[src/rtl/pool_pkg.sv]
// Shared constants and state encoding for the pooled-sample stream packer.
package pool_pkg;

  localparam int DATA_WIDTH = 16;
  localparam int PACK       = 4;
  localparam int FIFO_DEPTH = 16;

  typedef enum logic {
    COLLECT = 1'b0,
    DRAIN   = 1'b1
  } state_e;

endpackage

[src/rtl/sync_fifo_fwft.sv]
// First-word-fall-through FIFO: the head entry is visible on pop_data
// whenever empty is low. A push into a full FIFO is taken only when paired with a pop.
module sync_fifo_fwft #(
  parameter int WIDTH = 8,
  parameter int DEPTH = 16
) (
  input  logic                     i_clk,
  input  logic                     i_rst,
  input  logic                     clear,
  input  logic                     push,
  input  logic [WIDTH-1:0]         push_data,
  input  logic                     pop,
  output logic [WIDTH-1:0]         pop_data,
  output logic                     full,
  output logic                     empty,
  output logic [$clog2(DEPTH):0]   count
);

  localparam int AW = $clog2(DEPTH);

  logic [WIDTH-1:0] mem [DEPTH];
  logic [AW:0]      wr_ptr;
  logic [AW:0]      rd_ptr;
  logic             wr_en;
  logic             rd_en;

  // Pointers carry one extra wrap bit so full and empty are distinguishable.
  assign empty = (wr_ptr == rd_ptr);
  assign full  = (wr_ptr[AW] != rd_ptr[AW]) && (wr_ptr[AW-1:0] == rd_ptr[AW-1:0]);
  assign count = wr_ptr - rd_ptr;

  assign rd_en = pop & ~empty & ~clear;
  assign wr_en = push & ~clear & (~full | rd_en);

  assign pop_data = mem[rd_ptr[AW-1:0]];

  always_ff @(posedge i_clk or negedge i_rst) begin
    if (!i_rst) begin
      wr_ptr <= '0;
      rd_ptr <= '0;
    end else if (clear) begin
      wr_ptr <= '0;
      rd_ptr <= '0;
    end else begin
      if (wr_en) wr_ptr <= wr_ptr + (AW+1)'(1);
      if (rd_en) rd_ptr <= rd_ptr + (AW+1)'(1);
    end
  end

  // NOTE: storage has no reset; stale entries are never visible because empty gates them.
  always_ff @(posedge i_clk) begin
    if (wr_en) mem[wr_ptr[AW-1:0]] <= push_data;
  end

endmodule

[src/rtl/pool_stream_packer.sv]
// Packs pooled samples into PACK-lane words, buffers them in a FWFT FIFO and
// presents them as a valid/ready stream with keep/last, flagging dropped words.
module pool_stream_packer
  import pool_pkg::*;
#(
  parameter int DATA_WIDTH = pool_pkg::DATA_WIDTH,
  parameter int PACK       = pool_pkg::PACK,
  parameter int FIFO_DEPTH = pool_pkg::FIFO_DEPTH
) (
  input  logic                       i_clk,
  input  logic                       i_rst,
  input  logic                       i_clear,
  input  logic                       i_valid,
  input  logic [DATA_WIDTH-1:0]      i_data,
  input  logic                       i_done,
  output logic [DATA_WIDTH*PACK-1:0] o_tdata,
  output logic [PACK-1:0]            o_tkeep,
  output logic                       o_tlast,
  output logic                       o_tvalid,
  input  logic                       i_tready,
  output logic                       o_overflow,
  output logic                       o_busy,
  output logic                       o_frame_done,
  output logic [15:0]                o_word_cnt
);

  localparam int LANE_W = $clog2(PACK);
  localparam int WORD_W = DATA_WIDTH*PACK + PACK + 1;
  localparam int CNT_W  = $clog2(FIFO_DEPTH) + 1;

  typedef struct packed {
    logic                                 last;
    logic [PACK-1:0]                      keep;
    logic [PACK-1:0][DATA_WIDTH-1:0]      data;
  } word_t;

  logic [PACK-1:0][DATA_WIDTH-1:0] lanes;
  logic [LANE_W-1:0]               lane_cnt;
  logic [LANE_W:0]                 filled;
  word_t                           push_word;
  word_t                           pop_word;
  logic [WORD_W-1:0]               pop_bits;
  logic                            push;
  logic                            pop;
  logic                            drop;
  logic                            last_kept;
  logic                            pop_last;
  logic                            fifo_full;
  logic                            fifo_empty;
  logic [CNT_W-1:0]                fifo_count;
  state_e                          state;
  state_e                          state_next;

  // Word being completed this cycle: buffered lanes plus the current sample.
  // NOTE: every always_comb output gets a default first so no latch is inferred.
  always_comb begin
    push_word.data = lanes;
    if (i_valid) push_word.data[lane_cnt] = i_data;
    filled = {1'b0, lane_cnt} + (LANE_W+1)'(i_valid);
    for (int i = 0; i < PACK; i++) push_word.keep[i] = (i < int'(filled));
    push_word.last = i_done;
  end

  assign push      = ~i_clear & ((i_valid & (lane_cnt == LANE_W'(PACK-1))) | i_done);
  assign pop       = o_tvalid & i_tready;
  assign drop      = push & fifo_full & ~pop;
  assign last_kept = push & push_word.last & ~drop;
  assign pop_word  = word_t'(pop_bits);
  assign pop_last  = pop & pop_word.last;

  sync_fifo_fwft #(
    .WIDTH (WORD_W),
    .DEPTH (FIFO_DEPTH)
  ) u_fifo (
    .i_clk     (i_clk),
    .i_rst     (i_rst),
    .clear     (i_clear),
    .push      (push),
    .push_data (push_word),
    .pop       (pop),
    .pop_data  (pop_bits),
    .full      (fifo_full),
    .empty     (fifo_empty),
    .count     (fifo_count)
  );

  // Lanes are zeroed after every push so a partial word carries zero in unused lanes.
  always_ff @(posedge i_clk or negedge i_rst) begin
    if (!i_rst) begin
      lanes    <= '0;
      lane_cnt <= '0;
    end else if (i_clear || push) begin
      lanes    <= '0;
      lane_cnt <= '0;
    end else if (i_valid) begin
      lanes[lane_cnt] <= i_data;
      lane_cnt        <= lane_cnt + LANE_W'(1);
    end
  end

  always_ff @(posedge i_clk or negedge i_rst) begin
    if (!i_rst)       state <= COLLECT;
    else if (i_clear) state <= COLLECT;
    else              state <= state_next;
  end

  // A dropped last word ends the frame without entering DRAIN.
  always_comb begin
    state_next = state;
    case (state)
      COLLECT: if (last_kept) state_next = DRAIN;
      DRAIN:   if (pop_last)  state_next = last_kept ? DRAIN : COLLECT;
      default: state_next = COLLECT;
    endcase
  end

  always_comb begin
    o_busy = (state == DRAIN) | (lane_cnt != '0) | (fifo_count != '0);
  end

  always_ff @(posedge i_clk or negedge i_rst) begin
    if (!i_rst) begin
      o_frame_done <= 1'b0;
      o_overflow   <= 1'b0;
      o_word_cnt   <= '0;
    end else if (i_clear) begin
      o_frame_done <= 1'b0;
      o_overflow   <= 1'b0;
      o_word_cnt   <= '0;
    end else begin
      o_frame_done <= pop_last;
      if (drop) o_overflow <= 1'b1;
      if (pop)  o_word_cnt <= o_word_cnt + 16'd1;
    end
  end

  // Unreset FIFO storage never reaches the outputs while empty.
  assign o_tvalid = ~fifo_empty;
  assign o_tdata  = fifo_empty ? '0 : pop_word.data;
  assign o_tkeep  = fifo_empty ? '0 : pop_word.keep;
  assign o_tlast  = fifo_empty ? 1'b0 : pop_word.last;

endmodule

[config.mk]
export PLATFORM = sky130hd
export DESIGN_NAME = pool_stream_packer
export DESIGN_NICKNAME = d
export VERILOG_FILES = /design/src/rtl/pool_pkg.sv /design/src/rtl/sync_fifo_fwft.sv /design/src/rtl/pool_stream_packer.sv
export SDC_FILE = /design/constraint.sdc
export NUM_CORES = 1
export LEC_CHECK = 0
export CAP_MARGIN = 15
export CORE_ASPECT_RATIO = 1.75
export CORE_MARGIN = 1
export CORE_UTILIZATION = 61
export DETAILED_ROUTE_END_ITERATION = 10
export DONT_BUFFER_PORTS = 1
export PLACE_DENSITY = 0.77
export SLEW_MARGIN = 20
export SYNTH_ARGS = -nofsm -noshare
export SYNTH_HDL_FRONTEND = slang
export SYNTH_SLANG_ARGS = --single-unit
[constraint.sdc]
create_clock -name i_clk -period 10.5 [get_ports i_clk]
set_clock_uncertainty 0.2 [all_clocks]
set_input_delay 2.1 -clock i_clk [delete_from_list [all_inputs] [get_ports i_clk]]
set_output_delay 2.1 -clock i_clk [all_outputs]
set_load 0.005 [all_outputs]
# Yosys cells after proc, flatten, opt, wreduce, memory -nomap -nowiden
# Memories as Yosys holds them, arrays and structs flattened.
# Cells that the tools add are included.
dict set report word_totals {
  ff_bits 95
  latch_bits 0
  ram_bits 1104
  romBits 0
  inputBits 22
  wordCells 85
  memories 1
}
# name depth width read_ports rd_clocked_by_memory_dff write_ports line
set memory_table {}
lappend memory_table {u_fifo.mem 16 69 1 0 1 sync_fifo_fwft.sv:21} ;# logic [WIDTH-1:0] mem [DEPTH];
dict set report classes {
  n_addsub 6
  n_mul 0
  n_div 0
  n_lt_le_gt_ge 6
  eq_ne 4
  shifts 0
  n_mux 25
  bitwise 22
  reduce_logical 10
}
# op count
set op_table {}
lappend op_table {{64-bit 2-to-1 mux} 3}
lappend op_table {{64-bit bitwise mux} 1}
lappend op_table {{16-bit 2-to-1 mux} 3}
lappend op_table {{16-bit demux with 2-bit select} 1}
lappend op_table {{5-bit 2-to-1 mux} 4}
lappend op_table {{16-bit by 1-bit adder with 16-bit output, second input constant} 1}
lappend op_table {{1-bit AND} 12}
lappend op_table {{2-bit nonzero test} 6}
lappend op_table {{5-bit by 1-bit adder with 5-bit output, second input constant} 2}
lappend op_table {{1-bit 2-to-1 mux} 9}
lappend op_table {{1-bit by 3-bit less-than comparator with 1-bit output, first input constant} 2}
lappend op_table {{2-bit by 3-bit less-than comparator with 1-bit output, first input constant} 2}
lappend op_table {{1-bit NOT} 6}
lappend op_table {{5-bit == test} 1}
lappend op_table {{5-bit nonzero test} 1}
lappend op_table {{5-bit subtractor} 1}
lappend op_table {{4-bit == test} 1}
lappend op_table {{2-bit 2-to-1 mux} 2}
lappend op_table {{4-bit 2-to-1 mux} 1}
lappend op_table {{1-bit OR} 4}
lappend op_table {{2-bit by 1-bit adder with 3-bit output} 1}
lappend op_table {{2-bit by 3-bit less-than comparator with 1-bit output, second input constant} 1}
lappend op_table {{2-bit by 1-bit adder with 2-bit output, second input constant} 1}
lappend op_table {{2-bit == test, second input constant} 1}
lappend op_table {{5 further kinds} 6}

# Longest topological paths before layout
dict set report depth {
  word_depth 12
  depth_mapped 10
  ltp_nobuf 6
}

# By module
# A second synthesis with hierarchy kept.
dict set report unflattened {
  cells_unflattened 2348
  hier_area_um2 47246.6
}
# module n_inst cells_per_inst area_per_inst_um2 seq_area_each_um2
set modules_own_cells {}
lappend modules_own_cells {sync_fifo_fwft 1 1938 42826.1 33402.0}
lappend modules_own_cells {pool_stream_packer 1 410 4420.5 2127.0}

# Least setup slack after synthesis
# Ideal clock, no wire load.
dict set report synth_path {
  path_kind {input port to flip-flop}
  start {input i_tready}
  end {memory u_fifo.mem[0][0] (netlist name), enable pin}
  setup_ps 581
  arrival_time_ps 7652
  setup_slack_ps 2068
  path_stages 5
  cell_sequence {buf_2 -> inv_1 -> a311oi_1 -> nand2_1 -> nor3_1}
}
dict set report synth_via {
  elab_chain_cells 7
}
# item line
set synth_rtl {}
lappend synth_rtl {{start, declared} pool_stream_packer.sv:20} ;# input logic i_tready,
lappend synth_rtl {{1-bit AND} pool_stream_packer.sv:65} ;# assign pop = o_tvalid & i_tready;
lappend synth_rtl {{1-bit AND (2 in a row)} sync_fifo_fwft.sv:32} ;# assign rd_en = pop & ~empty & ~clear;
lappend synth_rtl {{1-bit OR} sync_fifo_fwft.sv:33} ;# assign wr_en = push & ~clear & (~full | rd_en);
lappend synth_rtl {{1-bit AND} sync_fifo_fwft.sv:33}
lappend synth_rtl {{1-bit 2-to-1 mux} sync_fifo_fwft.sv:52} ;# if (wr_en) mem[wr_ptr[AW-1:0]] <= push_data;
lappend synth_rtl {{1-bit 2-to-1 mux (not written as such)} sync_fifo_fwft.sv:52}
lappend synth_rtl {{end, declared} sync_fifo_fwft.sv:21}
# Every way passes these cells.

# Worst setup path in the final report
dict set report layout_path {
  start {register u_fifo.rd_ptr[0]}
  end {output o_tdata[30]}
}
dict set report layout_via {
  elab_chain_cells 2
  word_cells_on_any_way 3
}
# item line
set layout_rtl {}
lappend layout_rtl {{start, declared} sync_fifo_fwft.sv:23} ;# logic [AW:0] rd_ptr;
lappend layout_rtl {{start signal, assigned} sync_fifo_fwft.sv:46} ;# if (rd_en) rd_ptr <= rd_ptr + (AW+1)'(1);
lappend layout_rtl {{memory read 16 x 69 bit / 5-bit == test (equally long branches)} n/a}
lappend layout_rtl {{64-bit 2-to-1 mux (*)} pool_stream_packer.sv:139} ;# assign o_tdata = fifo_empty ? '0 : pop_word.data;
lappend layout_rtl {{end, declared} pool_stream_packer.sv:16} ;# output logic [DATA_WIDTH*PACK-1:0] o_tdata,
# Every way passes the cells marked *; elsewhere a longest branch is shown, timed or not.

==> out/qor.csv <==
metric;value;unit
outcome;finished, final reports clean;
Critical Path Source Type;flop;
H-tree depth;3;
GRT Residual Overflow;0;
Num Clock Sinks;1199;
Worst R2R Path Depth;7;
Root Driver;clkbuf_16;
Max-slew headroom;0.189;
Setup Buffers After CTS;0;
setup TNS;0;ns
Final setup viols;0;
register bit total from synthesis;1199;
detailed placement HPWL;56400;µm
worst-path cell chain;buf_4 -> buf_12 -> mux4_2 -> nand2_1 -> and3_1 -> a211oi_1;
slowest stage delay, CP;1.08;ns
final hold viol count;0;
worst hold path class;flop to flop;
maximum clock rate;141;MHz
Mapped Area;47100;µm²
routability cong.;0.788;
GRT Util Overall;0.281;
register area;35500;µm²
uppermost layer routed;met5;
Top delay family on crit path;buffers and inverters;
post-DR wirelength/cell;31.4;µm
Die ar.;78300;µm²
final cell count without fillers;3391;
syn avg cell area;20.8;µm²
CTS max path bufs;3;
IO Count;111;
DIE HEIGHT;370;µm
DRT Wirelength;106000;µm
Vias/cell;6.64;
antenna viol nets, final;0;
Hold Slack;0.398;ns
Die Width;212;µm
Net Count, Synth;2304;
I/O Buffers;0;
max cap viols;0;
Worst Tran Pin Value;1.22;ns
Placed Cells;3199;
Resized cells post-CTS;0;
Reg-to-Reg End;u_fifo.mem[15][52]$_DFFE_PP_;
M1 WL;37200;µm
RR Startpoint;u_fifo.rd_ptr[1]$_DFFE_PN0P_;
vias in the first global route;23500;
CP max stage cell;dfrtp_4;
Final Cell Area;51300;µm²
Fill cells;4669;
Pins Over Slew Limit;0;
leakage power;16.8;nW
TritonCTS Buffers;99;
RSZ-0062 raised after global routing;false;
Final Critical Period;7.08;ns
Syn. warnings;0;
Rows;134;
slack of the worst reg-to-reg path;4.93;ns
Worst Hold Launch;o_overflow$_DFFE_PN0P_;
largest fanout on the critical path;92;
Hold EP;o_overflow$_DFFE_PN0P_;
First-pass DRT Iterations;6;
latest clock arrival within the worst-skew pair;0.68;ns
EDFF count, synth;1104;
Req. time, crit path;8.20;ns
WP buf/inv;2;
pwr dens;196;nW/µm²
crit path kind;flop to output port;
Nets;2320;
metal2 WL;56700;µm
Post-synth top flop;edfxtp_1;
core area;76300;µm²
Crit path arrival time;4.78;ns
Syn Inst Count;2265;
Yosys top cell by area;edfxtp_1;
met3 wire length;8180;µm
ys async rst share;0.0792;
register area share after synthesis;0.755;
initial antenna violation count;7;
most frequent cell after synthesis;edfxtp_1;
Multi-input gate area;10800;µm²
Placed Area;48000;µm²
Yosys top cell area share;0.704;
VDD IR max;0.000277;V
Crit. End Element;output port;
DRC viols;0;
hold buffer count at CTS;0;
drt initial violations;2408;
ratio of cells with drive above 1 in the final layout;0.240;
first-pass GRT wire length;155000;µm
hold path cells;1;
Clk pin slew, worst setup/hold paths;0.07;ns
crit share post-route;0.675;
Vias;22500;
P&R area growth vs syn;8.85;%
CTS tree;yes;
largest net degree at the start of global routing;96;
Synth cell types;54;
leading post-synthesis cells by cell area;edfxtp_1 70%, mux4_2 13%, dfrtp_1 5.0%;
initial core utilization;0.617;
Synth top cells by count;1,104 x edfxtp_1, 274 x mux4_2, 153 x nand2_1, 95 x dfrtp_1, 74 x mux2i_1;
-- routing by layer --
metal,global-route usage,vias to the layer above
met3,0.0513,245
met1,0.345,12000
met2,0.486,1069
met5,0.00319,-
met4,0.124,14
li1,-,9225
-- layout make-up --
| cell class | instances | area share |
|---|---|---|
| antenna | 8 | 0.000391 |
| clock buffer | 132 | 0.0528 |
| clock inverter | 51 | 0.00884 |
| inverter | 18 | 0.00139 |
| multi-input combinational | 920 | 0.211 |
| sequential | 1199 | 0.694 |
| tap | 1020 | 0.0249 |
| timing repair buffer | 43 | 0.00757 |
-- where the power goes --
group          leakage [nW]  total [W]  switching [W]  internal [W]
sequential             11.2    0.00528      0.0000557       0.00523
clock                  1.55    0.00363        0.00164       0.00199
combinational          4.00    0.00115       0.000634      0.000516
total                  16.8     0.0101        0.00233       0.00773
-- flip-flops by register name, summed over array words and instances (netlist names) --
signal,flops
u_fifo.mem,1104
lanes,64
o_word_cnt,16
u_fifo.rd_ptr,5
u_fifo.wr_ptr,5
lane_cnt,2
o_frame_done,1
o_overflow,1
state,1
-- kinds of logic (layout without fill, tap and decap cells) --
family,after synthesis,count (layout),share of synthesized area
multiplexers,414,414,0.163
AO/OA/AOI/OAI,116,116,0.0184
flip-flops,1199,1199,0.755
AND/OR/NAND/NOR,356,356,0.0376
XOR/XNOR,17,17,0.00332
buffers and inverters,146,244,0.0187
adder cells (fa/ha/maj),17,17,0.00452
other,0,8,0
-- cells in the final DEF (no fill, tap or decap), drive strengths merged, types with 8 or more instances in the layout --
cell / n
a211oi: 69
a21oi: 15
and3: 70
buf: 43
clkbuf: 132
clkinv: 37
dfrtp: 95
diode: 8
edfxtp: 1104
ha: 17
inv: 20
mux2: 65
mux2i: 74
mux4: 275
nand2: 153
nor2: 34
nor2b: 66
o21ai: 14
or3: 10
xnor2: 11
-- worst max-delay path by stage --
stage | cells past startpoint | slack, ns | endpoint | from
final | 6 | 3.42 | o_tdata[30] | u_fifo.rd_ptr[0]$_DFFE_PN0P_
after global routing | 6 | 3.09 | o_tdata[30] | u_fifo.rd_ptr[0]$_DFFE_PN0P_
after CTS | 6 | 3.28 | o_tdata[30] | u_fifo.rd_ptr[0]$_DFFE_PN0P_
after detailed placement | 6 | 4.02 | o_tdata[30] | u_fifo.rd_ptr[0]$_DFFE_PN0P_
after global placement | 6 | 3.92 | o_tdata[30] | u_fifo.rd_ptr[1]$_DFFE_PN0P_
after floorplan | 5 | 2.07 | u_fifo.mem[0][0]$_DFFE_PP_ | i_tready
-- per-stage QoR --
stage	worst slack, ns	total power, W	utilization
floorplan	2.07	0.00630	-
global placement	3.92	0.00650	0.629
detailed placement	4.02	0.00654	0.630
CTS	3.28	0.0101	0.671
global route	3.09	0.0104	0.672
finish	3.42	0.0101	0.672
No activity file was read; power rests on OpenSTA's default activity.
